**config.mk**
```make
export PLATFORM = sky130hd
export DESIGN_NAME = sr_flag_arbiter
export DESIGN_NICKNAME = d
export VERILOG_FILES = /design/src/rtl/sr_arb_pkg.sv /design/src/rtl/rr_arbiter.sv /design/src/rtl/sr_flag_arbiter.sv
export SDC_FILE = /design/constraint.sdc
export NUM_CORES = 1
export LEC_CHECK = 0
export CAP_MARGIN = 20
export CORE_MARGIN = 4
export CORE_UTILIZATION = 40
export CTS_BUF_LIST = sky130_fd_sc_hd__clkbuf_4
export DETAILED_ROUTE_END_ITERATION = 6
export GPL_ROUTABILITY_DRIVEN = 0
export MAX_ROUTING_LAYER = met4
export PLACE_DENSITY = 0.69
export SLEW_MARGIN = 10
export SYNTH_ARGS = -nofsm -noshare
export SYNTH_HDL_FRONTEND = slang
export SYNTH_SLANG_ARGS = --single-unit
```
**constraint.sdc**
```tcl
create_clock -name clk_i -period 2.9 [get_ports clk_i]
set_input_delay 0.87 -clock clk_i [delete_from_list [all_inputs] [get_ports clk_i]]
set_output_delay 0.87 -clock clk_i [all_outputs]
set_load 0.05 [all_outputs]
```
**src/rtl/sr_arb_pkg.sv**
```systemverilog
// sr_arb_pkg: shared state encodings, command values and sizing helpers
package sr_arb_pkg;
    typedef enum logic [1:0] {
        IDLE  = 2'd0,
        DRIVE = 2'd1,
        GAP   = 2'd2
    } state_e;
    localparam logic CMD_SET = 1'b1;
    localparam logic CMD_CLR = 1'b0;
    function automatic int max_int(input int a, input int b);
        return (a > b) ? a : b;
    endfunction
    function automatic int idx_w(input int n);
        return (n > 1) ? $clog2(n) : 1;
    endfunction
endpackage

```
**src/rtl/rr_arbiter.sv**
```systemverilog
// rr_arbiter: grants the first valid request after ptr (with wrap) and proposes the updated pointer
module rr_arbiter
    import sr_arb_pkg::*;
#(
    parameter int N = 4
) (
    input  logic [N-1:0]          req_i,
    input  logic [idx_w(N)-1:0]   ptr_i,
    input  logic                  en_i,
    output logic [N-1:0]          gnt_o,
    output logic [idx_w(N)-1:0]   idx_o,
    output logic                  any_o,
    output logic [idx_w(N)-1:0]   ptr_d_o
);
    localparam int IW = idx_w(N);
    logic [IW-1:0] k;
    always_comb begin
        gnt_o = '0;
        idx_o = '0;
        any_o = 1'b0;
        k     = '0;
        for (int i = 1; i <= N; i++) begin
            k = IW'((int'(ptr_i) + i) % N);
            if (en_i && req_i[k] && !any_o) begin
                gnt_o[k] = 1'b1;
                idx_o    = k;
                any_o    = 1'b1;
            end
        end
        ptr_d_o = any_o ? idx_o : ptr_i;
    end
endmodule

```
**src/rtl/sr_flag_arbiter.sv**
```systemverilog
// sr_flag_arbiter: round-robin set/clear pulses for one shared sr_ff; SR_ARB_SKIP_REDUNDANT_EN grants no-op commands without driving
module sr_flag_arbiter
    import sr_arb_pkg::*;
#(
    parameter int NUM_REQ   = 4,
    parameter int PULSE_CYC = 1,
    parameter int GAP_CYC   = 1
) (
    input  logic               clk_i,
    input  logic               rst_i,
    input  logic [NUM_REQ-1:0] req_valid_i,
    input  logic [NUM_REQ-1:0] req_set_i,
    output logic [NUM_REQ-1:0] req_ready_o,
    output logic               s_o,
    output logic               r_o,
    input  logic               q_i,
    output logic               busy_o,
    output logic               err_o
);
    localparam int IW = idx_w(NUM_REQ);
    localparam int CW = $clog2(max_int(PULSE_CYC, GAP_CYC) + 1);
    state_e             state_q, state_d;
    logic [CW-1:0]      cnt_q, cnt_d;
    logic [IW-1:0]      ptr_q, ptr_d, arb_idx, arb_ptr;
    logic [NUM_REQ-1:0] arb_gnt, ready_q, ready_d;
    logic               cmd_q, cmd_d, s_q, s_d, r_q, r_d, busy_q, busy_d, err_q, err_d;
    logic               arb_any, skip;
    rr_arbiter #(.N(NUM_REQ)) u_rr (
        .req_i   (req_valid_i),
        .ptr_i   (ptr_q),
        .en_i    (state_q == IDLE),
        .gnt_o   (arb_gnt),
        .idx_o   (arb_idx),
        .any_o   (arb_any),
        .ptr_d_o (arb_ptr)
    );
`ifdef SR_ARB_SKIP_REDUNDANT_EN
    assign skip = req_set_i[arb_idx] == q_i;
`else
    assign skip = 1'b0;
`endif
    always_comb begin
        state_d = state_q;
        cnt_d   = cnt_q;
        cmd_d   = cmd_q;
        ptr_d   = ptr_q;
        s_d     = 1'b0;
        r_d     = 1'b0;
        ready_d = '0;
        err_d   = err_q;
        case (state_q)
            IDLE: if (arb_any) begin
                ptr_d   = arb_ptr;
                ready_d = arb_gnt;
                if (!skip) begin
                    state_d = DRIVE;
                    cnt_d   = CW'(PULSE_CYC - 1);
                    cmd_d   = req_set_i[arb_idx];
                    s_d     = req_set_i[arb_idx] == CMD_SET;
                    r_d     = req_set_i[arb_idx] == CMD_CLR;
                end
            end
            DRIVE: if (cnt_q == '0) begin
                state_d = GAP;
                cnt_d   = CW'(GAP_CYC - 1);
            end else begin
                cnt_d = cnt_q - CW'(1);
                s_d   = s_q;
                r_d   = r_q;
            end
            GAP: if (cnt_q == '0) begin
                state_d = IDLE;
                err_d   = err_q | (q_i != cmd_q);
            end else begin
                cnt_d = cnt_q - CW'(1);
            end
            default: state_d = IDLE;
        endcase
        busy_d = state_d != IDLE;
    end
    always_ff @(posedge clk_i) begin
        if (rst_i) begin
            state_q <= IDLE;
            cnt_q   <= '0;
            ptr_q   <= IW'(NUM_REQ - 1);
            cmd_q   <= CMD_CLR;
            s_q     <= 1'b0;
            r_q     <= 1'b0;
            ready_q <= '0;
            busy_q  <= 1'b0;
            err_q   <= 1'b0;
        end else begin
            state_q <= state_d;
            cnt_q   <= cnt_d;
            ptr_q   <= ptr_d;
            cmd_q   <= cmd_d;
            s_q     <= s_d;
            r_q     <= r_d;
            ready_q <= ready_d;
            busy_q  <= busy_d;
            err_q   <= err_d;
        end
    end
    assign req_ready_o = ready_q;
    assign s_o         = s_q;
    assign r_o         = r_q;
    assign busy_o      = busy_q;
    assign err_o       = err_q;
endmodule
```
==> results summary <==
Once routing completed, OpenROAD measured the worst setup slack at 0.173 ns. The count of nets left with antenna violations after detail routing came out at 0. The H-tree depth reported by CTS is 1.

Detailed placement finished with a half-perimeter wire length of 1.57 mm. The worst hold path cell count came out at 2. The die span in x came out at roughly 56 um. Measured against its own limit, the worst slew margin works out to approximately two thirds. Total power for the finished layout comes to approximately 0.00075 W. The total via count after detailed routing is approximately 790. Counting flops with a built-in enable in the synthesized netlist gives 0. The time the final worst path needs with I/O delays and setup came out at around 2.7 ns. The met3 global-route usage is approximately 4.2%. The power density normalized to cell area came out at just over 600 nW/um2.

For this run, asynchronously set or reset flops after synthesis account for 0%. During I/O placement, the number of pins put on the boundary was 19. The antenna diode count came out at 0.

In the final timing run, aggregate negative setup slack is 0 ns. The share of Yosys cell area claimed by the top area cell type is between 20% and 30%. The post-synthesis to final-layout area growth is 34.8%. The fraction of the cycle the final worst path needs is 94.0%. Timing would allow up to between 0.3 and 0.4 GHz. The final setup violation count came out at 0. The die height is 55.8 um. Global routing consumed, over all layers together, between 10% and 20% of the routing resources.

The startpoint identified for the worst register-to-register timing path is ptr_q[0]. The number of endpoints with negative hold slack in the final report came to 0. The mapped netlist covers just over 900 um2. TritonCTS built the clock tree. The total congestion overflow is 0.

The number of optimization iterations in the first detailed-route pass is 3. The routed length per placed instance is approximately 13 um. Across the run, the number of max-cap violations was 0.

Setup repair after global routing left no endpoint under its margin. The number of distinct library cells after synthesis is 36. The worst hold path terminates at err_o. The standard cell with the maximum stage delay on the critical path is mux4_2. Global routing consumed, on the met2 layer, around 22% of the routing resources.

The number of clock sinks came out at 13. The number of core rows came out at 17. For the pin with the worst max-slew slack, the measured transition is 0.503 ns.

For this run, the number of Yosys warnings is 0. The synthesized design contains 13 register bits. The routed via count divided by cell count came out at between 5 and 6. The type of origin of the critical path is an input port. The quantity of gates resized following cts is 0. The first global-routing pass estimated approximately 3.2 mm of wire. The reg-to-reg setup timing slack is 0.48 ns. The destination of the worst register-to-register timing path is s_o. The total of buffers placed on input and output ports is 18. In this run the mean area of a mapped cell was between 10 and 15 um2. The global-route met1 utilization came out at roughly 16%. The number of nets in the final layout is 140.

The flip-flop and latch area came out at 260 um2. Entering global routing, the biggest net connects 16 pins. The largest driver fanout on the critical path is 4. The combined area of the multi-input logic cells is about 610 um2. The number of buffers inserted by hold repair at cts came out at 0. The share of final-layout standard cells stronger than drive strength 1 came out at 23.3%. The setup path with the least slack is of type input port to flop. The kind of end point of the critical path is a flop. The number of buffers added for setup after CTS is 0.

The maximum buffer depth of the clock tree is 2. The TritonCTS buffer count is 3. The later-pin clock latency in the skew report came out at roughly 0.27 ns. Ranked by total cell area, the synthesized netlist is headed by dfxtp_1 28%, ha_1 11%, mux2i_1 5.5%. The final clock skew is just over 0.002 ns. The die covers about 3100 um2. In this run the clock root is driven by a clkbuf_4.

The most used routing layer in global routing is met2. The number of buffer and inverter stages on the critical path is 2. The detailed-route wire length came out at between 1.5 and 2 mm. The via count of the first global-routing pass came out at 714. The signal arrival time at the worst endpoint came out at about 3 ns. In the synthesized netlist, the number of instances is 90.

The core region area came out at 2190 um2. The worst path required time is approximately 3.1 ns. For this run, the leading register cell type out of synthesis is dfxtp_1. The final count of pins violating max slew came out at 0. The worst setup slack before clock tree synthesis came out at -0.100 ns.

Clock-pin slew was measured on the worst setup and hold paths at approximately 0.070 ns. The maximum vdd drop is approximately 0.35 mV. The number of antenna violations at the first check in global routing is 0. The net count of the mapped netlist came out at about 110. The type of the worst min-delay path is flop to flop.

The analysis attributes to cell leakage a power of around 0.52 nW. The initial core utilization is around two fifths. The library cell with the largest summed area after synthesis is dfxtp_1. The signal on the critical path passes through clkdlybuf4s50_1 > buf_4 > mux4_2 > o41ai_2 > mux2i_1 > and2_2. The depth of the worst register-to-register path came out at 7. The total of fill cells in the finished design is 189. The delay contributed by the slowest stage of the critical path came out at about 0.5 ns. The run finished with clean final reports. In the routed design, unresolved DRC markers number 0.

The critical hold path startpoint is err_o. The detailed router's first-iteration violation count came out at 9. The share of the yosys chip area belonging to registers is between 20% and 30%.

The cell family contributing the most delay on the critical path is multiplexers.
tightest hold or removal path: cells and delay by family, from the launching register on:
kind | cells | cell delay, ns
AOI/OAI and AO/OA | 1 | 0.04
and+or+nand+nor | 1 | 0.07
DFF | 1 | 0.33
how the worst max path moves through the flow:
stage	from	to	slack [ns]	depth (start not counted)
detailed placement	req_valid_i[2]	s_o	-0.10	6
finish	req_valid_i[2]	s_o	0.17	6
global placement	req_valid_i[2]	s_o	-0.04	6
global route	req_valid_i[2]	cmd_q	0.04	8
CTS	req_valid_i[2]	s_o	0.18	6
floorplan	ptr_q[0]	cmd_q	0.40	8
cell usage in the layout (no fill, tap or decap), types with 2 or more instances in the layout:
| cell | netlist | layout |
|---|---|---|
| and2_2 | 2 | 2 |
| o21ai_0 | 3 | 3 |
| o41ai_1 | 2 | 2 |
| inv_1 | 6 | 6 |
| ha_1 | 8 | 8 |
| clkbuf_4 | 0 | 4 |
| mux2i_1 | 5 | 5 |
| nand3b_1 | 2 | 2 |
| nor2_1 | 3 | 3 |
| a21oi_1 | 5 | 5 |
| nand2_1 | 4 | 4 |
| buf_4 | 0 | 13 |
| a22o_1 | 5 | 5 |
| nor3_1 | 2 | 2 |
| dfxtp_1 | 13 | 13 |
| clkdlybuf4s50_1 | 0 | 18 |
| a22oi_1 | 4 | 4 |
| mux4_2 | 2 | 2 |
cell type report:
cell class | instances | share of cell area (%)
clock buffers | 4 | 2.44
well taps | 28 | 2.85
inverters | 6 | 1.83
multi-input cells | 66 | 49.2
repair buffers | 31 | 22.6
flip-flops and latches | 13 | 21.1
through the flow:
step                      util, %  area, um2  hold slack, ns  std cells
after floorplan                 -        913           0.449         90
after global placement       54.3       1190           0.457        144
after detailed placement     54.3       1190           0.467        144
after CTS                    55.6       1220           0.488        148
after global routing         56.2       1230           0.521        148
final                        56.2       1230           0.481        148
flip-flops by register name, indices dropped and copies added, names as in the netlist:
register and count:
req_ready_o 4, state_q 2, cmd_q 1, s_o 1
ptr_q 2, busy_o 1, err_o 1, r_o 1
routing by layer:
layer	share of wire [%]	vias up
met3	3.7	0
met2	50	13
met5	0	-
li1	-	404
met1	46	374
met4	0	0
synthesized netlist by cell type, types with 2 or more instances:
library cell,count
a21oi_1,5
a22o_1,5
a22oi_1,4
and2_2,2
buf_2,3
buf_6,2
dfxtp_1,13
ha_1,8
inv_1,6
mux2i_1,5
mux4_2,2
nand2_1,4
nand3b_1,2
nor2_1,3
nor3_1,2
o21ai_0,3
o41ai_1,2
logic make-up (layout without fill, tap and decap cells):
logic type               count (synthesis)  after routing  synth area share [%]
AO/OA/AOI/OAI                           28             28                  25.1
AND/OR/NAND/NOR                         20             20                  13.4
adder cells (fa/ha/maj)                  8              8                  11.0
buffers and inverters                   11             41                  6.57
flip-flops                              13             13                  28.5
multiplexers                             9              9                  14.5
XOR/XNOR                                 1              1                 0.959
power by group:
group          internal [W]  total [W]  switching (W)
registers          0.000204   0.000215      0.0000104
logic              0.000197   0.000423       0.000227
clock network     0.0000625   0.000116      0.0000536
No activity file was read; power rests on OpenSTA's default activity.
==> patch (config.mk and constraints unchanged) <==
Re-encode `state_e` (3 states) as one-hot, 3 bits wide.
--- a/src/rtl/sr_arb_pkg.sv
+++ b/src/rtl/sr_arb_pkg.sv
@@ -1,8 +1,8 @@
 // sr_arb_pkg: shared state encodings, command values and sizing helpers
 package sr_arb_pkg;
-    typedef enum logic [1:0] {
-        IDLE  = 2'd0,
-        DRIVE = 2'd1,
-        GAP   = 2'd2
+    typedef enum logic [2:0] {
+        IDLE  = 3'b001,
+        DRIVE = 3'b010,
+        GAP   = 3'b100
     } state_e;
     localparam logic CMD_SET = 1'b1;
Check against the original RTL: no difference found for any inputs over 10 cycles, from zero or initial values and one cycle with rst_i high; not proved beyond that.
==> patch against the unedited design <==
Sequential cell count up 1; die area rose by 4.6%; critical path depth up 2; worst setup slack got worse by 0.10 ns; design area is 9.6% higher; critical endpoint is now cmd_q$_SDFFE_PP0N_; sequential power is 19% higher; largest cell class unchanged; power grew 53%; synthesized area rose by 5.3%; first-iteration DRC count rose to 3.0 times the old value; non-clock buffer count rose by 7; wire length is 22% higher.
==> patch: results (changes against the unedited design) <==
outcome=completed; Compound-Gate Fraction of Synth Area=0.204 (-0.0465); critical path data arrival time=2.97 ns (+0.03 ns); met1 Usage GRT=0.179 (+0.0173); met2 Resource Use GR=0.277 (+0.0594); largest net degree at the start of global routing=12 (-4); top cells by area, synth=dfxtp_1 29%, mux4_1 5.5%, nor2_1 5.5%; Int Pwr=0.664 mW (+43%); pre-CTS setup slack=-0.528 ns (-0.428 ns); post-synthesis sequential area ratio=0.291 (+0.00636); P_sw=0.489 mW (+68%); Rel. slew slack=0.667 (+0.00343); fraction of layout cells with a size suffix above 1=0.280 (+0.0464); CP max stage delay=0.49 ns (-0.02 ns); Register Area=280 um^2 (+7.7%); Final Skew=0.00178 ns (-0.000281 ns); FILL cells=223 (+18%); post-synthesis xor/xnor area fraction=0.00910 (-0.000486); WL met2=1230 um (+25%); metal1 wirelength=1050 um (+15%); P_leak=0.566 nW (+8.3%); Met3 Routed Length=83 um (+14%); first-pass GRT wire length=3930 um (+23%); Vias=933 (+18%); DR top layer=met4; initial drt markers=27 (+18); Placed Cells=166 (+15%)
[patch: worst paths after layout]
path,from,end,slack (ns),depth (start not counted)
worst min register to register,err_o$_SDFFE_PP0P_,err_o$_SDFFE_PP0P_,0.48,2
worst max register to register,ptr_q[0]$_SDFFE_PP1N_,cmd_q$_SDFFE_PP0N_,0.18,8
worst max-delay path,req_valid_i[1],cmd_q$_SDFFE_PP0N_,0.07,8
worst min-delay path,err_o$_SDFFE_PP0P_,err_o$_SDFFE_PP0P_,0.48,2
[patch: final cells by class]
| class | count | area share |
|---|---|---|
| multi-input cells | 83 | 0.492 |
| repair buffers | 38 | 0.244 |
| flip-flops and latches | 14 | 0.208 |
| well taps | 28 | 0.0260 |
| clock buffers | 3 | 0.0167 |
| inverters | 4 | 0.0111 |
| clock inverters | 1 | 0.00278 |
[patch: tightest hold or removal path, cell delays in order, from the launching register on]
cell and delay [ns]:
dfxtp_1 0.33, a31oi_1 0.04, nor2_1 0.07
